`src/rtl/vga_timing_pkg.sv`:
```
// vga_timing_pkg: mode encodings, colour-bar table and width helper shared by the VGA pattern block.
package vga_timing_pkg;
  typedef enum logic [1:0] {
    MODE_SOLID = 2'd0,
    MODE_BARS  = 2'd1,
    MODE_CHECK = 2'd2,
    MODE_GRAD  = 2'd3
  } mode_e;
  // {R,G,B} on/off flags; entry 0 is the leftmost bar (white .. black)
  localparam logic [7:0][2:0] BAR_LUT = {3'b000, 3'b001, 3'b100, 3'b101, 3'b010, 3'b011, 3'b110, 3'b111};
  function automatic int clog2w(input int n);
    return n < 2 ? 1 : $clog2(n);
  endfunction
endpackage

```
`src/rtl/vga_sync_counter.sv`:
```
// vga_sync_counter: h/v raster counters with region decode and raw active/sync/frame-start flags.
// Counters hold at (0,0) for one cycle after reset so the first frame starts on a clean edge.
module vga_sync_counter
  import vga_timing_pkg::*;
#(
  parameter int H_ACTIVE = 640,
  parameter int H_FP = 16,
  parameter int H_SYNC = 96,
  parameter int H_BP = 48,
  parameter int V_ACTIVE = 480,
  parameter int V_FP = 10,
  parameter int V_SYNC = 2,
  parameter int V_BP = 33,
  localparam int H_TOTAL = H_ACTIVE + H_FP + H_SYNC + H_BP,
  localparam int V_TOTAL = V_ACTIVE + V_FP + V_SYNC + V_BP,
  localparam int HW = clog2w(H_TOTAL),
  localparam int VW = clog2w(V_TOTAL)
) (
  input  logic          clk_i,
  input  logic          rst_ni,
  output logic [HW-1:0] h_o,
  output logic [VW-1:0] v_o,
  output logic          run_o,
  output logic          h_last_o,
  output logic          active_o,
  output logic          hs_o,
  output logic          vs_o,
  output logic          origin_o
);
  logic [HW-1:0] h_q, h_d;
  logic [VW-1:0] v_q, v_d;
  logic run_q, v_last;
  always_comb begin
    h_last_o = h_q == HW'(H_TOTAL - 1);
    v_last = v_q == VW'(V_TOTAL - 1);
    h_d = !run_q ? h_q : h_last_o ? '0 : h_q + 1'b1;
    v_d = !run_q || !h_last_o ? v_q : v_last ? '0 : v_q + 1'b1;
  end
  always_ff @(posedge clk_i) begin
    if (!rst_ni) begin
      run_q <= 1'b0;
      h_q <= '0;
      v_q <= '0;
    end else begin
      run_q <= 1'b1;
      h_q <= h_d;
      v_q <= v_d;
    end
  end
  assign h_o = h_q;
  assign v_o = v_q;
  assign run_o = run_q;
  assign active_o = h_q < HW'(H_ACTIVE) && v_q < VW'(V_ACTIVE);
  assign hs_o = h_q >= HW'(H_ACTIVE + H_FP) && h_q < HW'(H_ACTIVE + H_FP + H_SYNC);
  assign vs_o = v_q >= VW'(V_ACTIVE + V_FP) && v_q < VW'(V_ACTIVE + V_FP + V_SYNC);
  assign origin_o = run_q && h_q == '0 && v_q == '0;
endmodule

```
`src/rtl/vga_pattern_ctrl.sv`:
```
// vga_pattern_ctrl: programmable VGA timing generator with a four-mode test-pattern engine.
// Mode and solid colour are latched at pixel (0,0) so a frame never mixes patterns.
module vga_pattern_ctrl
  import vga_timing_pkg::*;
#(
  parameter int H_ACTIVE = 640,
  parameter int H_FP = 16,
  parameter int H_SYNC = 96,
  parameter int H_BP = 48,
  parameter int V_ACTIVE = 480,
  parameter int V_FP = 10,
  parameter int V_SYNC = 2,
  parameter int V_BP = 33,
  parameter bit HS_POL = 1'b0,
  parameter bit VS_POL = 1'b0,
  parameter int COLOR_W = 8,
  parameter int CHECK_LOG2 = 5,
  localparam int XW = clog2w(H_ACTIVE),
  localparam int YW = clog2w(V_ACTIVE)
) (
  input  logic                 iVGA_CLK,
  input  logic                 iRST_n,
  input  logic [1:0]           iMODE,
  input  logic [3*COLOR_W-1:0] iSOLID_RGB,
  output logic                 oHS,
  output logic                 oVS,
  output logic                 oBLANK_n,
  output logic [XW-1:0]        oX,
  output logic [YW-1:0]        oY,
  output logic                 oFRAME_START,
  output logic [7:0]           oFRAME_CNT,
  output logic [COLOR_W-1:0]   r_data,
  output logic [COLOR_W-1:0]   g_data,
  output logic [COLOR_W-1:0]   b_data
);
  localparam int HW = clog2w(H_ACTIVE + H_FP + H_SYNC + H_BP);
  localparam int VW = clog2w(V_ACTIVE + V_FP + V_SYNC + V_BP);
  localparam int BAR_W = H_ACTIVE / 8;
  localparam int BW = clog2w(BAR_W);
  if (H_ACTIVE < 8 || H_FP < 1 || H_SYNC < 1 || H_BP < 1 || V_ACTIVE < 1 || V_FP < 1 ||
      V_SYNC < 1 || V_BP < 1 || COLOR_W < 1 || CHECK_LOG2 < 0) begin : g_bad_params
    $fatal(1, "vga_pattern_ctrl: illegal parameter set");
  end
  logic [HW-1:0] h;
  logic [VW-1:0] v;
  logic run, h_last, active, hs, vs, origin;
  vga_sync_counter #(
    .H_ACTIVE(H_ACTIVE), .H_FP(H_FP), .H_SYNC(H_SYNC), .H_BP(H_BP),
    .V_ACTIVE(V_ACTIVE), .V_FP(V_FP), .V_SYNC(V_SYNC), .V_BP(V_BP)
  ) u_cnt (
    .clk_i(iVGA_CLK),
    .rst_ni(iRST_n),
    .h_o(h),
    .v_o(v),
    .run_o(run),
    .h_last_o(h_last),
    .active_o(active),
    .hs_o(hs),
    .vs_o(vs),
    .origin_o(origin)
  );
  mode_e mode_q, mode_c;
  logic [3*COLOR_W-1:0] solid_q, solid_c, rgb_q, rgb_c;
  logic [7:0] fcnt_q, fcnt_d;
  logic [2:0] bidx_q, bidx_d, bar_c;
  logic [BW-1:0] bpix_q, bpix_d;
  logic [XW-1:0] x_q, x_c;
  logic [YW-1:0] y_q, y_c;
  logic seen_q, hs_q, vs_q, blank_q, fs_q, chk_c, bar_end;
  always_comb begin
    mode_c = origin ? mode_e'(iMODE) : mode_q;
    solid_c = origin ? iSOLID_RGB : solid_q;
    fcnt_d = origin && seen_q ? fcnt_q + 8'd1 : fcnt_q;
    bar_end = bpix_q == BW'(BAR_W - 1);
    bpix_d = h_last || bar_end ? '0 : bpix_q + 1'b1;
    bidx_d = h_last ? 3'd0 : bar_end && bidx_q != 3'd7 ? bidx_q + 3'd1 : bidx_q;
    x_c = active ? XW'(h) : '0;
    y_c = active ? YW'(v) : '0;
    chk_c = 1'((32'(x_c) ^ 32'(y_c)) >> CHECK_LOG2);
    bar_c = BAR_LUT[bidx_q];
    rgb_c = !active ? '0 :
            mode_c == MODE_SOLID ? solid_c :
            mode_c == MODE_BARS ? {{COLOR_W{bar_c[2]}}, {COLOR_W{bar_c[1]}}, {COLOR_W{bar_c[0]}}} :
            mode_c == MODE_CHECK ? {(3*COLOR_W){~chk_c}} :
            {COLOR_W'(x_c), COLOR_W'(y_c), COLOR_W'(fcnt_d)};
  end
  always_ff @(posedge iVGA_CLK) begin
    if (!iRST_n) begin
      mode_q <= MODE_SOLID;
      solid_q <= '0;
      seen_q <= 1'b0;
      fcnt_q <= '0;
      bidx_q <= '0;
      bpix_q <= '0;
      hs_q <= !HS_POL;
      vs_q <= !VS_POL;
      blank_q <= 1'b0;
      x_q <= '0;
      y_q <= '0;
      fs_q <= 1'b0;
      rgb_q <= '0;
    end else if (run) begin
      mode_q <= mode_c;
      solid_q <= solid_c;
      seen_q <= seen_q | origin;
      fcnt_q <= fcnt_d;
      bidx_q <= bidx_d;
      bpix_q <= bpix_d;
      hs_q <= hs ? HS_POL : !HS_POL;
      vs_q <= vs ? VS_POL : !VS_POL;
      blank_q <= active;
      x_q <= x_c;
      y_q <= y_c;
      fs_q <= origin;
      rgb_q <= rgb_c;
    end
  end
  assign oHS = hs_q;
  assign oVS = vs_q;
  assign oBLANK_n = blank_q;
  assign oX = x_q;
  assign oY = y_q;
  assign oFRAME_START = fs_q;
  assign oFRAME_CNT = fcnt_q;
  assign {r_data, g_data, b_data} = rgb_q;
endmodule

```
`config.mk`:
```
export PLATFORM = sky130hd
export DESIGN_NAME = vga_pattern_ctrl
export DESIGN_NICKNAME = d
export VERILOG_FILES = /design/src/rtl/vga_timing_pkg.sv /design/src/rtl/vga_sync_counter.sv /design/src/rtl/vga_pattern_ctrl.sv
export SDC_FILE = /design/constraint.sdc
export NUM_CORES = 1
export LEC_CHECK = 0
export ABC_AREA = 1
export CAP_MARGIN = 20
export CORE_ASPECT_RATIO = 2
export CORE_UTILIZATION = 34
export CTS_BUF_LIST = sky130_fd_sc_hd__clkbuf_8
export DETAILED_ROUTE_END_ITERATION = 12
export PLACE_DENSITY = 0.66
export REMOVE_ABC_BUFFERS = 1
export SLEW_MARGIN = 10
export SYNTH_ARGS = -nofsm -noshare
export SYNTH_HDL_FRONTEND = slang
export SYNTH_SLANG_ARGS = --single-unit
```
`constraint.sdc`:
```
create_clock -name iVGA_CLK -period 2.3 [get_ports iVGA_CLK]
set_input_delay 0.23 -clock iVGA_CLK [delete_from_list [all_inputs] [get_ports iVGA_CLK]]
set_output_delay 0.23 -clock iVGA_CLK [all_outputs]
set_load 0.01 [all_outputs]
```
==> results.py, run 1 <==
metrics = {
    "run_status": {
        "status": "complete, no violations",
    },
    "critical_path": {
        "critPathBufInv": 4,
        "start_kind": "flip-flop",
        "worstReg2RegEnd": "rgb_q[21]",
        "cp_cell_sequence": "inv_1, ha_2, inv_1, nor2_1, nand2_2, nor2_4, nand4_1, nand2_4, nand2_4, inv_4, nand2_1, nand2_1, inv_1, nand2_1, a21oi_1",
        "worstPathMaxFanout": 19,
        "critPathSlowestCell": "dfxtp_1",
        "critPathMaxStageDelay_ns": 0.33,
        "crit_required_ns": 2.60,
        "cpLargestDelayFamily": "simple AND/OR/NAND/NOR gates",
        "arrival_ns": 2.42,
        "r2r_setup_slack_ns": 0.18,
        "rr_worst_depth": 15,
        "critPathKind": "flip-flop to flip-flop",
        "r2r_start": "u_cnt.v_o[0]",
        "worstSetupEndpointType": "flip-flop",
    },
    "synth": {
        "ys.flop_type": "dfxtp_1",
        "yosys_register_bits": 116,
        "synth_edf_count": 0,
        "synth_cells": 756,
        "netlist_area_um2": 5390,
        "ys_types": 39,
        "async_flop_share": 0,
        "yosysSeqAreaShare": 0.431,
        "ys_warn_count": 0,
        "synth.avg_cell_area_um2": 7.13,
    },
    "floorplan": {
        "dieArea_um2": 16400,
        "initial_utilization": 0.351,
        "dieWidth_um": 91.1,
        "pin_count": 83,
        "die_h_um": 180,
        "num_rows": 64,
        "core_um2": 15400,
    },
    "sta": {
        "fin_skew_ns": 0.00914,
        "slew_viol_final": 0,
        "tightest_slew_ns": 0.521,
        "rsz0062_at_grt": "yes",
        "slew-limit-headroom": 0.649,
        "whs_ns": 0.460,
        "finalSetupTns_ns": 0,
        "period_share": 0.921,
        "final_hold_viol_count": 0,
        "setup_viol": 0,
        "max_clock_freq_mhz": 472,
        "fin_crit_ns": 2.12,
    },
    "route": {
        "drtIter0Drc": 227,
        "routedWlPerCell_um": 13.8,
        "ant_nets": 0,
        "routed_wl_mm": 14.6,
        "viasPerCell": 4.77,
        "vias": 5044,
        "dr.pass1.iters": 4,
        "drc": 0,
    },
    "global_route": {
        "grt_first_pass_wirelength_mm": 23.9,
        "antenna_found_initial": 0,
        "grt_pass1_vias": 4945,
        "track_usage": 0.187,
        "grt_max_degree": 69,
        "grt-ovfl-total": 0,
    },
    "worst_hold_path": {
        "whs_path_depth": 3,
        "hp-class": "input port to flip-flop",
        "holdPathEnd": "solid_q[7]",
        "min-delay-start": "iSOLID_RGB[7]",
    },
    "placement": {
        "dp_hpwl_mm": 11.0,
        "gpl.final_weighted_congestion": 0.947,
        "dp_cells": 1025,
        "port_buffers": 82,
    },
    "cells_and_area": {
        "area_delta_synth_final_pct": 27.8,
        "diodes": 0,
        "layout-drive-gt1-share": 0.0931,
        "fillers": 1637,
        "regArea_um2": 2320,
        "layout.cells.non_filler": 1057,
        "multi_input_area_um2": 2580,
        "final_nets": 882,
    },
    "power": {
        "ir_drop_v": 0.000315,
        "power_density_nw_per_um2": 714,
        "finalPower_mw": 4.92,
        "leakagePower_nw": 3.01,
    },
    "clock_tree": {
        "cts_buffers": 17,
        "clockBufferDepth": 2,
        "cts-root-buf": "clkbuf_8",
        "h-tree-depth": 4,
        "clock_latency_ns": 0.43,
        "tritoncts": "yes",
        "clk_pin_slew_ns": 0.07,
        "holdBufCountCts": 0,
        "clock-sinks": 116,
    },
    "job": {
        "max_cap_viol_count": 0,
    },
}
## layout by cell type, fill, tap and decap left out, types with 4 or more instances in the layout
| master | count |
|---|---|
| inv_1 | 84 |
| inv_2 | 5 |
| nand3_1 | 27 |
| nor2_1 | 103 |
| xor2_1 | 11 |
| o21ai_0 | 29 |
| clkdlybuf4s50_1 | 82 |
| clkbuf_8 | 22 |
| nand4_1 | 16 |
| mux2i_1 | 6 |
| a21boi_0 | 7 |
| o21ai_1 | 4 |
| nand2_2 | 4 |
| ha_1 | 6 |
| a21oi_1 | 56 |
| nor2_2 | 4 |
| nor2_4 | 7 |
| nor4_1 | 4 |
| nand2_1 | 200 |
| dfxtp_1 | 115 |
| nor3_1 | 9 |
| buf_4 | 16 |
## state kept, by name (all words and copies together) (netlist names), 2 cells and up
register    cells
oFRAME_CNT      8
mode_q          2
u_cnt.h_o      10
oX             10
solid_q        24
u_cnt.v_o      10
rgb_q          24
bidx_q          3
bpix_q          7
bar_c           3
oY              9
## how the worst max path moves through the flow
stage	end	start	cells past startpoint
2_1_floorplan	rgb_q[6]	u_cnt.run_o	13
3_3_place_gp	rgb_q[8]	u_cnt.v_o[0]	14
3_5_place_dp	rgb_q[23]	u_cnt.v_o[0]	14
4_1_cts	rgb_q[23]	u_cnt.v_o[0]	14
5_1_grt	rgb_q[2]	u_cnt.v_o[0]	15
6_report	rgb_q[21]	u_cnt.v_o[0]	15
## power breakdown
part	total (mW)	switching, mW	internal (mW)
Clock	1.91	0.818	1.09
Combinational	0.823	0.453	0.370
Sequential	2.19	0.0631	2.12
## routing by layer
metal | track usage | vias to the layer above | part of all wire
li1 | - | 2584 | -
met1 | 0.187 | 2311 | 0.38
met2 | 0.350 | 109 | 0.55
met3 | 0.0329 | 40 | 0.026
met4 | 0.112 | 0 | 0.045
met5 | 0 | - | 0
## synth_stat cells (2+ instances only)
cell type / n / area share
nand2_2: 4 / 0.0046
nor2_1: 104 / 0.072
buf_2: 6 / 0.0056
nand2_4: 3 / 0.0063
buf_6: 6 / 0.013
a22oi_1: 3 / 0.0042
nand2_1: 200 / 0.14
o21a_1: 2 / 0.0028
nor4_1: 4 / 0.0046
a21oi_1: 56 / 0.052
a21boi_0: 8 / 0.011
nand4_1: 16 / 0.019
o21ai_1: 4 / 0.0037
a21boi_1: 2 / 0.0028
mux2i_1: 6 / 0.011
inv_2: 4 / 0.0028
nor3b_1: 3 / 0.0042
clkbuf_1: 18 / 0.013
nor2_2: 3 / 0.0035
dfxtp_1: 116 / 0.43
a21o_1: 2 / 0.0028
o21ai_0: 29 / 0.027
nand3_4: 2 / 0.0065
inv_1: 82 / 0.057
nand3b_1: 2 / 0.0028
nor2_4: 7 / 0.015
ha_1: 8 / 0.019
xor2_1: 11 / 0.018
nor3_1: 9 / 0.0084
nand3_1: 27 / 0.025
## stage by stage
stage	instance area, um^2	setup WS, ns	util
floorplan	5230	-0.632	-
global placement	6480	0.218	0.421
detailed placement	6480	0.160	0.421
CTS	6890	0.133	0.448
global route	6890	-0.0363	0.448
finish	6890	0.181	0.448
## logic make-up (layout without fill, tap and decap cells)
group,Yosys count,after routing,synth area share
DFF,116,116,0.431
muxes,6,6,0.0111
and+or+nand+nor,386,386,0.316
AOI/OAI and AO/OA,110,110,0.112
xor gates and xnor gates,12,12,0.0195
buffers and inverters,118,221,0.0923
adders and majority gates,8,8,0.0186
## timing repair
action                                  CTS  global route
resized for setup                         0             5
endpoints found under the setup margin    0            14
buffers inserted                          0             0
## worst reg2reg max path, cell delays in order (launching register included)
cell     delay, ns
dfxtp_1       0.33
inv_1         0.12
ha_2          0.21
inv_1         0.04
nor2_1        0.11
nand2_2       0.08
nor2_4        0.15
nand4_1       0.15
nand2_4       0.18
nand2_4       0.11
inv_4         0.19
nand2_1       0.09
nand2_1       0.08
inv_1         0.04
nand2_1       0.05
a21oi_1       0.05
## layout make-up
type                       instances  share of cell area
multi-input combinational        522               0.374
sequential                       116               0.337
timing repair buffer             101               0.145
inverter                          88              0.0483
clock buffer                      22              0.0439
tap                              198              0.0359
clock inverter                    10              0.0152
Power figures use the tool's default switching activity.
==> run 2: changes to the inputs <==
CAP_MARGIN = not set   (was 20)
==> results of run 2 <==
The final DEF is identical to that of run 1; final timing and power are the same.
